$ cat src/rtl/fft_pkg.sv
// Shared types and address math for the in-place radix-2 DIT FFT stage sequencer.
package fft_pkg;
  localparam int MAX_LOG2N = 12;

  typedef enum logic [1:0] {IDLE, ISSUE, DRAIN, NEXT} state_e;

  typedef struct packed {
    logic [MAX_LOG2N-1:0] addr0;
    logic [MAX_LOG2N-1:0] addr1;
    logic [MAX_LOG2N-1:0] tw;
  } btfly_addr_t;

  function automatic int fft_n(input int log2n);
    return 1 << log2n;
  endfunction

  // Butterfly b of stage s: pairs are span apart inside groups of 2*span.
  function automatic btfly_addr_t btfly_addr(input logic [MAX_LOG2N-1:0] b,
                                             input logic [3:0] s,
                                             input int log2n);
    logic [MAX_LOG2N-1:0] span, pos, grp;
    btfly_addr_t r;
    span    = MAX_LOG2N'(1) << s;
    pos     = b & (span - 1'b1);
    grp     = b >> s;
    r.addr0 = (grp << (s + 1)) | pos;
    r.addr1 = r.addr0 + span;
    r.tw    = pos << (log2n - 1 - int'(s));
    return r;
  endfunction
endpackage

$ cat src/rtl/fft_addr_gen.sv
// Combinational butterfly address generator: (b, s) -> RAM pair and twiddle index.
module fft_addr_gen import fft_pkg::*; #(
  parameter int LOG2N = 3,
  parameter int SW    = $clog2(LOG2N)
) (
  input  logic [LOG2N-1:0] b,
  input  logic [SW-1:0]    s,
  output logic [LOG2N-1:0] addr0,
  output logic [LOG2N-1:0] addr1,
  output logic [LOG2N-2:0] tw
);
  btfly_addr_t r;

  always_comb begin
    r     = btfly_addr(MAX_LOG2N'(b), 4'(s), LOG2N);
    addr0 = r.addr0[LOG2N-1:0];
    addr1 = r.addr1[LOG2N-1:0];
    tw    = r.tw[LOG2N-2:0];
  end
endmodule

$ cat src/rtl/fft_stage_ctrl.sv
// Radix-2 DIT FFT stage sequencer: issues N/2 butterflies per stage, counts
// write-backs from the butterfly's output valid, and serializes stages.
module fft_stage_ctrl import fft_pkg::*; #(
  parameter int LOG2N = 3,
  parameter int SW    = $clog2(LOG2N)
) (
  input  logic             clk,
  input  logic             rst_n,
  input  logic             i_start,
  output logic             o_busy,
  output logic             o_done,
  output logic             o_rd_en,
  output logic [LOG2N-1:0] o_rd_addr0,
  output logic [LOG2N-1:0] o_rd_addr1,
  output logic [LOG2N-2:0] o_tw_addr,
  output logic             o_btfly_valid,
  input  logic             i_btfly_valid_out,
  output logic             o_wr_en,
  output logic [LOG2N-1:0] o_wr_addr0,
  output logic [LOG2N-1:0] o_wr_addr1,
  output logic [SW-1:0]    o_stage
);
  localparam int               HALF   = fft_n(LOG2N) / 2;
  localparam logic [LOG2N-1:0] LAST_B = LOG2N'(HALF - 1);
  localparam logic [SW-1:0]    LAST_S = SW'(LOG2N - 1);

  state_e           state;
  logic [LOG2N-1:0] rd_b, wr_b;
  logic [LOG2N-1:0] rd_a0, rd_a1, wr_a0, wr_a1;
  logic [LOG2N-2:0] rd_tw, wr_tw;
  logic             wr_last;

  fft_addr_gen #(.LOG2N(LOG2N), .SW(SW)) u_rd_gen (
    .b(rd_b), .s(o_stage), .addr0(rd_a0), .addr1(rd_a1), .tw(rd_tw)
  );

  // Write side mirrors the read side, indexed by the write-back count.
  fft_addr_gen #(.LOG2N(LOG2N), .SW(SW)) u_wr_gen (
    .b(wr_b), .s(o_stage), .addr0(wr_a0), .addr1(wr_a1), .tw(wr_tw)
  );

  assign o_rd_en    = (state == ISSUE);
  assign o_rd_addr0 = o_rd_en ? rd_a0 : '0;
  assign o_rd_addr1 = o_rd_en ? rd_a1 : '0;

  // Butterfly output valid only counts while a stage is in flight.
  assign o_wr_en    = i_btfly_valid_out && (state == ISSUE || state == DRAIN);
  assign o_wr_addr0 = o_wr_en ? wr_a0 : '0;
  assign o_wr_addr1 = o_wr_en ? wr_a1 : '0;
  assign wr_last    = o_wr_en && (wr_b == LAST_B);

  always_ff @(posedge clk) begin
    if (!rst_n) begin
      state         <= IDLE;
      rd_b          <= '0;
      wr_b          <= '0;
      o_stage       <= '0;
      o_busy        <= 1'b0;
      o_done        <= 1'b0;
      o_btfly_valid <= 1'b0;
      o_tw_addr     <= '0;
    end else begin
      o_done        <= 1'b0;
      // RAM read latency is one cycle; twiddle and valid line up with the data.
      o_btfly_valid <= o_rd_en;
      o_tw_addr     <= o_rd_en ? rd_tw : '0;
      if (o_wr_en) wr_b <= wr_b + 1'b1;
      case (state)
        IDLE: if (i_start) begin
          state   <= ISSUE;
          o_busy  <= 1'b1;
          o_stage <= '0;
          rd_b    <= '0;
          wr_b    <= '0;
        end
        ISSUE: begin
          if (rd_b == LAST_B) state <= DRAIN;
          else                rd_b  <= rd_b + 1'b1;
        end
        DRAIN: if (wr_last) begin
          state  <= NEXT;
          o_done <= (o_stage == LAST_S);
        end
        NEXT: begin
          if (o_stage == LAST_S) begin
            state  <= IDLE;
            o_busy <= 1'b0;
          end else begin
            state   <= ISSUE;
            o_stage <= o_stage + 1'b1;
            rd_b    <= '0;
            wr_b    <= '0;
          end
        end
        default: state <= IDLE;
      endcase
    end
  end
endmodule

$ cat config.mk
export PLATFORM = sky130hd
export DESIGN_NAME = fft_stage_ctrl
export DESIGN_NICKNAME = d
export VERILOG_FILES = /design/src/rtl/fft_pkg.sv /design/src/rtl/fft_addr_gen.sv /design/src/rtl/fft_stage_ctrl.sv
export SDC_FILE = /design/constraint.sdc
export NUM_CORES = 1
export LEC_CHECK = 0
export CORE_MARGIN = 2
export CORE_UTILIZATION = 50
export DETAILED_ROUTE_END_ITERATION = 12
export PLACE_DENSITY = 0.8
export SLEW_MARGIN = 20
export SYNTH_ARGS = -nofsm -noshare
export SYNTH_HDL_FRONTEND = slang
export SYNTH_SLANG_ARGS = --single-unit
$ cat constraint.sdc
create_clock -name clk -period 3.3 [get_ports clk]
set_clock_uncertainty 0.1 [all_clocks]
set_input_delay 0.495 -clock clk [delete_from_list [all_inputs] [get_ports clk]]
set_output_delay 0.495 -clock clk [all_outputs]
set_load 0.05 [all_outputs]
After elaboration in Yosys (flattened, before gate mapping)
Cells that the tools add are included.
{"block": "classes", "muxes": 23, "addsub": 8, "shifts": 6, "bitwise": 4, "reduce_logical": 12, "n_eq_ne": 12}
{"operator": "left shift 12 x 32 -> 3 bit", "n": 2}
{"operator": "left shift 12 x 32 -> 2 bit", "n": 1}
{"operator": "two-way mux 3 bit", "n": 10}
{"operator": ">> shifter 3 x 2 -> 12 bit", "n": 2}
{"operator": "AND 3 x 12 -> 12 bit", "n": 1}
{"operator": "AND reduction 3 bit", "n": 4}
{"operator": "left shift 1 x 2 -> 12 bit (first input constant)", "n": 1}
{"operator": "subtractor 12 x 1 -> 12 bit (second input constant)", "n": 1}
{"operator": "two-way mux 2 bit", "n": 5}
{"operator": "!= test 2 bit (second input constant)", "n": 5}
{"operator": "case mux 3 bit (3 select lines)", "n": 1}
{"operator": "case mux 2 bit (4 select lines)", "n": 1}
{"operator": "adder 3 x 1 -> 3 bit (second input constant)", "n": 2}
{"operator": "adder 3 bit", "n": 2}
{"operator": "equality test 2 bit (second input constant)", "n": 3}
{"operator": "equality test 3 x 2 -> 1 bit (second input constant)", "n": 2}
{"operator": "OR 3 bit", "n": 2}
{"operator": "case mux 3 bit (2 select lines)", "n": 1}
{"operator": "case mux 2 bit (2 select lines)", "n": 1}
{"operator": "AND reduction 4 bit", "n": 1}
{"operator": "adder 2 x 1 -> 3 bit (second input constant)", "n": 1}
{"operator": "AND 3 bit", "n": 1}
{"operator": "two-way mux 1 bit", "n": 3}
{"operator": "nonzero test 3 bit", "n": 1}
{"operator": "10 further kinds", "n": 11}
{"block": "word_totals", "output_inout_bits": 21, "word_cells": 73, "register_bits": 15, "input_bits": 4}

Logic depth before layout (Yosys ltp)
{"block": "depth", "ltp_word": 6, "depth_mapped": 12, "depth_no_buf": 11}

Modules after synthesis
A second synthesis with hierarchy kept.
{"block": "hier_totals", "hier_cells": 174, "hier_area_um2": 1510.2}
{"mod": "fft_stage_ctrl", "instances": 1, "seq_area_each_um2": 300.3, "cells_each": 110, "area_per_inst_um2": 932.1}
{"mod": "fft_addr_gen", "instances": 2, "seq_area_each_um2": 0.0, "cells_each": 32, "area_per_inst_um2": 289.0}

Worst setup path before layout
OpenSTA, ideal clock, no wires.
{"block": "synth_path", "path_type": "register to output", "from": "reg o_stage[0]", "to": "out o_wr_addr1[2]", "arrival_time_ps": 3391, "slack_ps": -686, "required_time_ps": 2705, "path_stages_with_launch": 13, "n_path_buf": 1, "path_cell_list": "dfxtp_1 buf_2 inv_1 ha_1 nor4b_1 nand2_1 o21ai_0 ha_1 inv_1 fa_1 xor2_1 xnor2_1 nor2_1"}
{"block": "synth_between", "elab_chain_cells": 6, "elab_cells_between_ends": 9, "cone_classes": "add/sub (3); shift (3); mux (1); bitwise (2)"}
{"item": "start: declaration", "line_no": "fft_stage_ctrl.sv:21", "text": "output logic [SW-1:0] o_stage"}
{"item": "start signal: assignment", "line_no": "fft_stage_ctrl.sv:90", "text": "o_stage <= o_stage + 1'b1;"}
{"item": "left shift 1 x 2 -> 12 bit", "line_no": "fft_pkg.sv:23", "text": "span = MAX_LOG2N'(1) << s;"}
{"item": "subtractor 12 x 1 -> 12 bit"}
{"item": "AND 3 bit", "line_no": "fft_pkg.sv:24", "text": "pos = b & (span - 1'b1);"}
{"item": "OR 3 bit", "line_no": "fft_pkg.sv:26", "text": "r.addr0 = (grp << (s + 1)) | pos;"}
{"item": "adder 3 bit (*)", "line_no": "fft_pkg.sv:27", "text": "r.addr1 = r.addr0 + span;"}
{"item": "two-way mux 3 bit (*)", "line_no": "fft_stage_ctrl.sv:49", "text": "assign o_wr_addr1 = o_wr_en ? wr_a1 : '0;"}
{"item": "end: declaration", "line_no": "fft_stage_ctrl.sv:20", "text": "output logic [LOG2N-1:0] o_wr_addr1,"}
Mark *: on every way between the ends. The rest lies on a longest branch, timed or not.

Final worst setup path
{"block": "layout_path", "from": "reg o_stage[1]", "to": "out o_wr_addr1[2]"}
Same word-level chain as after synthesis.

==> results.yml <==
run_status:
  status: "completed"
routing:
  avgViaCountPerCell: 5.42
  remaining_drc_errors: 0
  drtIter0Drc: 11
  via_count: 1112
  drt_first_pass_iters: 4
  wl_per_cell_um: 14.5
  wl_um: 2970
  antenna_left: 0
logic_synthesis:
  synth_top_family_by_area: "simple AND/OR/NAND/NOR gates"
  synth_top_area_frac: 0.255
  yosys.area_share.simple: 0.265
  seq_area_frac_synth: 0.255
  synthAdderAreaFrac: 0.193
  ys_top_cells_by_area: "dfxtp_1 (25%), ha_1 (16%), nand2_1 (4.8%)"
  synthCells: 147
  ys_warn_count: 0
  syn-num-nets: 168
  synth.area.mux_share: 0.00848
  synth_area_um2: 1180
  synth.avg_cell_area_um2: 8.03
  synth_area_leader_cell: "dfxtp_1"
  synth_xor_area_frac: 0.0445
  synth.distinct_cells: 37
  ys_ff_latch: 15
  synth_compound_area_frac: 0.171
sta:
  fmax_mhz: 310
  hold_violations: 0
  setup_viol: 0
  fin_crit_sh: 0.978
  final-max-slew-violation-count: 0
  period_needed_ps: 3230
  finalWorstSetupSlack_ps: 72.6
  tightest_slew_ps: 512
  slew_headroom: 0.657
  setup-tns-final_ps: 0
  rsz0062_at_grt: "true"
floorplanning:
  num_rows: 17
  dieArea_um2: 2760
  ioPinCount: 25
  coreArea_um2: 2210
  initial_core_util: 0.533
  die_x_um: 52.6
  fp.dieH_um: 52.6
setup_path:
  start_kind: "flip-flop"
  r2r_setup_slack_ps: 1310
  cp.required_ps: 2700
  path_depth: 12
  cp_max_fo: 10
  ff2ff_path_depth: 7
  crit_chain: "buf_4, buf_4, nor4b_4, nand2_1, o21ai_2, ha_2, inv_1, fa_2, xor2_1, xnor2_1, nor2_4, buf_12"
  setup.worst_path.class: "flip-flop to output pin"
  worstSetupStartpoint: "o_stage[1]"
  cpPeakStageDelay_ps: 360
  rr_startpoint: "o_stage[1]"
  cp_common_cell: "buf_4"
  cp_data_arrival_time_ps: 2630
  endpoint_kind: "output pin"
  crit_slowest_cell: "dfxtp_4"
  path_buf_inv: 4
  crit_family: "buffers and inverters"
global_route:
  grt_max_degree: 14
  grt_overflow_total: 0
  grt_usage: 0.251
  grt_pass1_vias: 1154
  antenna_found_initial: 0
  grt_pass1_wl_um: 5050
cells_and_area:
  fillers: 180
  finish.utilization: 0.740
  final_area_um2: 1640
  drive_gt1_frac: 0.209
  stdcell_count: 205
  final_nets: 199
  area_growth_pct: 38.7
  antennaDiodeCount: 0
  multi_input_area_um2: 882
  ff_latch_area_um2: 308
min_path:
  min_path_cells: 2
  hold_start: "rd_b[0]"
  hold_path.class: "flip-flop to flip-flop"
clock_network:
  holdBufCountCts: 0
  h-tree-depth: 1
  clkTransAtPathRegs_ps: 80
  cts.path.max_buffers: 2
  root_buffer: "clkbuf_4"
  numClockSinks: 15
  clock_latency_ps: 280
  cts_tree: "done"
  cts_buffers: 3
placement:
  gp_congestion: 0.929
  hpwlAfterDp_um: 2070
  io_buffers: 24
  placed_cell_area_um2: 1510
  preCtsSetupSlack_ps: 106
  post-place-cells: 196
pwr:
  ir_drop_mv: 0.491
  leakage_nw: 0.600
  p_per_area_nw_per_um2: 546
run:
  drv_cap: 0
worst min-delay path: stages (launching register included):
cell      delay [ps]
dfxtp_1          350
nand2_1           70
a21boi_1          50
through the flow:
stage | power, W | hold slack, ps
floorplan | 0.000620 | 368
global placement | 0.000756 | 386
detailed placement | 0.000770 | 401
CTS | 0.000886 | 419
global route | 0.000955 | 443
finish | 0.000894 | 423
cells in the mapped netlist (all sizes together):
cell / count
o21ai: 5
nor2b: 5
clkbuf: 2
xnor2: 4
nor3: 3
ha: 15
a32oi: 2
inv: 14
o21a: 3
nand3: 7
mux2i: 1
o211ai: 1
xor2: 2
nand2b: 3
a21oi: 7
dfxtp: 15
a221o: 1
nor2: 11
nand3b: 2
and2: 7
and3: 1
a21boi: 5
a31oi: 1
a22oi: 1
a311oi: 1
nand2: 16
nor4b: 1
a32o: 1
buf: 3
or3b: 2
or2: 2
o22ai: 1
fa: 2
per-layer routing:
| layer | vias to the layer above | global-route usage | share of wire |
|---|---|---|---|
| met3 | 6 | 0.0486 | 0.029 |
| met1 | 528 | 0.283 | 0.42 |
| met4 | 0 | 0.128 | 0.014 |
| met5 | - | 0 | 0 |
| li1 | 556 | - | - |
| met2 | 22 | 0.442 | 0.54 |
registers in the layout (all words and copies together) (netlist names):
signal and flops:
o_btfly_valid 1, o_busy 1, o_tw_addr 2, state 2, wr_b 3, rd_b 3, o_stage 2, o_done 1
cell usage in the layout, fill, tap and decap left out, drive strengths merged, types with 2 or more instances in the layout:
cell type,Yosys,layout
nor2,11,11
clkdlybuf4s50,0,19
nand3,7,7
a21boi,5,5
inv,14,14
xnor2,4,4
nand3b,2,2
fa,2,2
dfxtp,15,15
or3b,2,2
nand2b,3,3
o21a,3,3
clkbuf,2,4
a21oi,7,7
nand2,16,16
and2,7,7
nor3,3,3
a32oi,2,2
buf,3,12
or2,2,2
o21ai,5,5
ha,15,15
xor2,2,2
nor2b,5,5
cells by family (layout without fill, tap and decap cells):
| family | after synthesis | count (layout) |
|---|---|---|
| XOR/XNOR | 6 | 6 |
| buffers and inverters | 19 | 49 |
| adder cells (fa/ha/maj) | 17 | 17 |
| flip-flops | 15 | 15 |
| AO/OA/AOI/OAI | 29 | 29 |
| AND/OR/NAND/NOR | 60 | 60 |
| multiplexers | 1 | 1 |
power by group:
part	internal (W)	switching [W]	leakage (nW)	total, W
registers	0.000210	0.0000267	0.123	0.000237
logic	0.000201	0.000352	0.462	0.000553
clock network	0.0000470	0.0000573	0.0150	0.000104
path summary, 6_finish.rpt:
| path | end |
|---|---|
| hold reg to reg | rd_b[0] |
| setup / recovery | o_wr_addr1[2] |
| hold / removal | rd_b[0] |
| setup reg to reg | rd_b[2] |
cell type report:
type                            count  area share
Inverter                           14      0.0336
Timing Repair Buffer               31       0.202
Clock buffer                        4      0.0161
Tap cell                           28      0.0214
Sequential cell                    15       0.188
Multi-Input combinational cell    113       0.539
timing repair:
item	4_1_cts	5_1_grt
buffers inserted	4	1
pin swaps	3	6
setup endpoints to repair	4	3
resized for setup	8	6
hold endpoints to repair	0	0
gates cloned	0	0
Power figures use the tool's default switching activity.
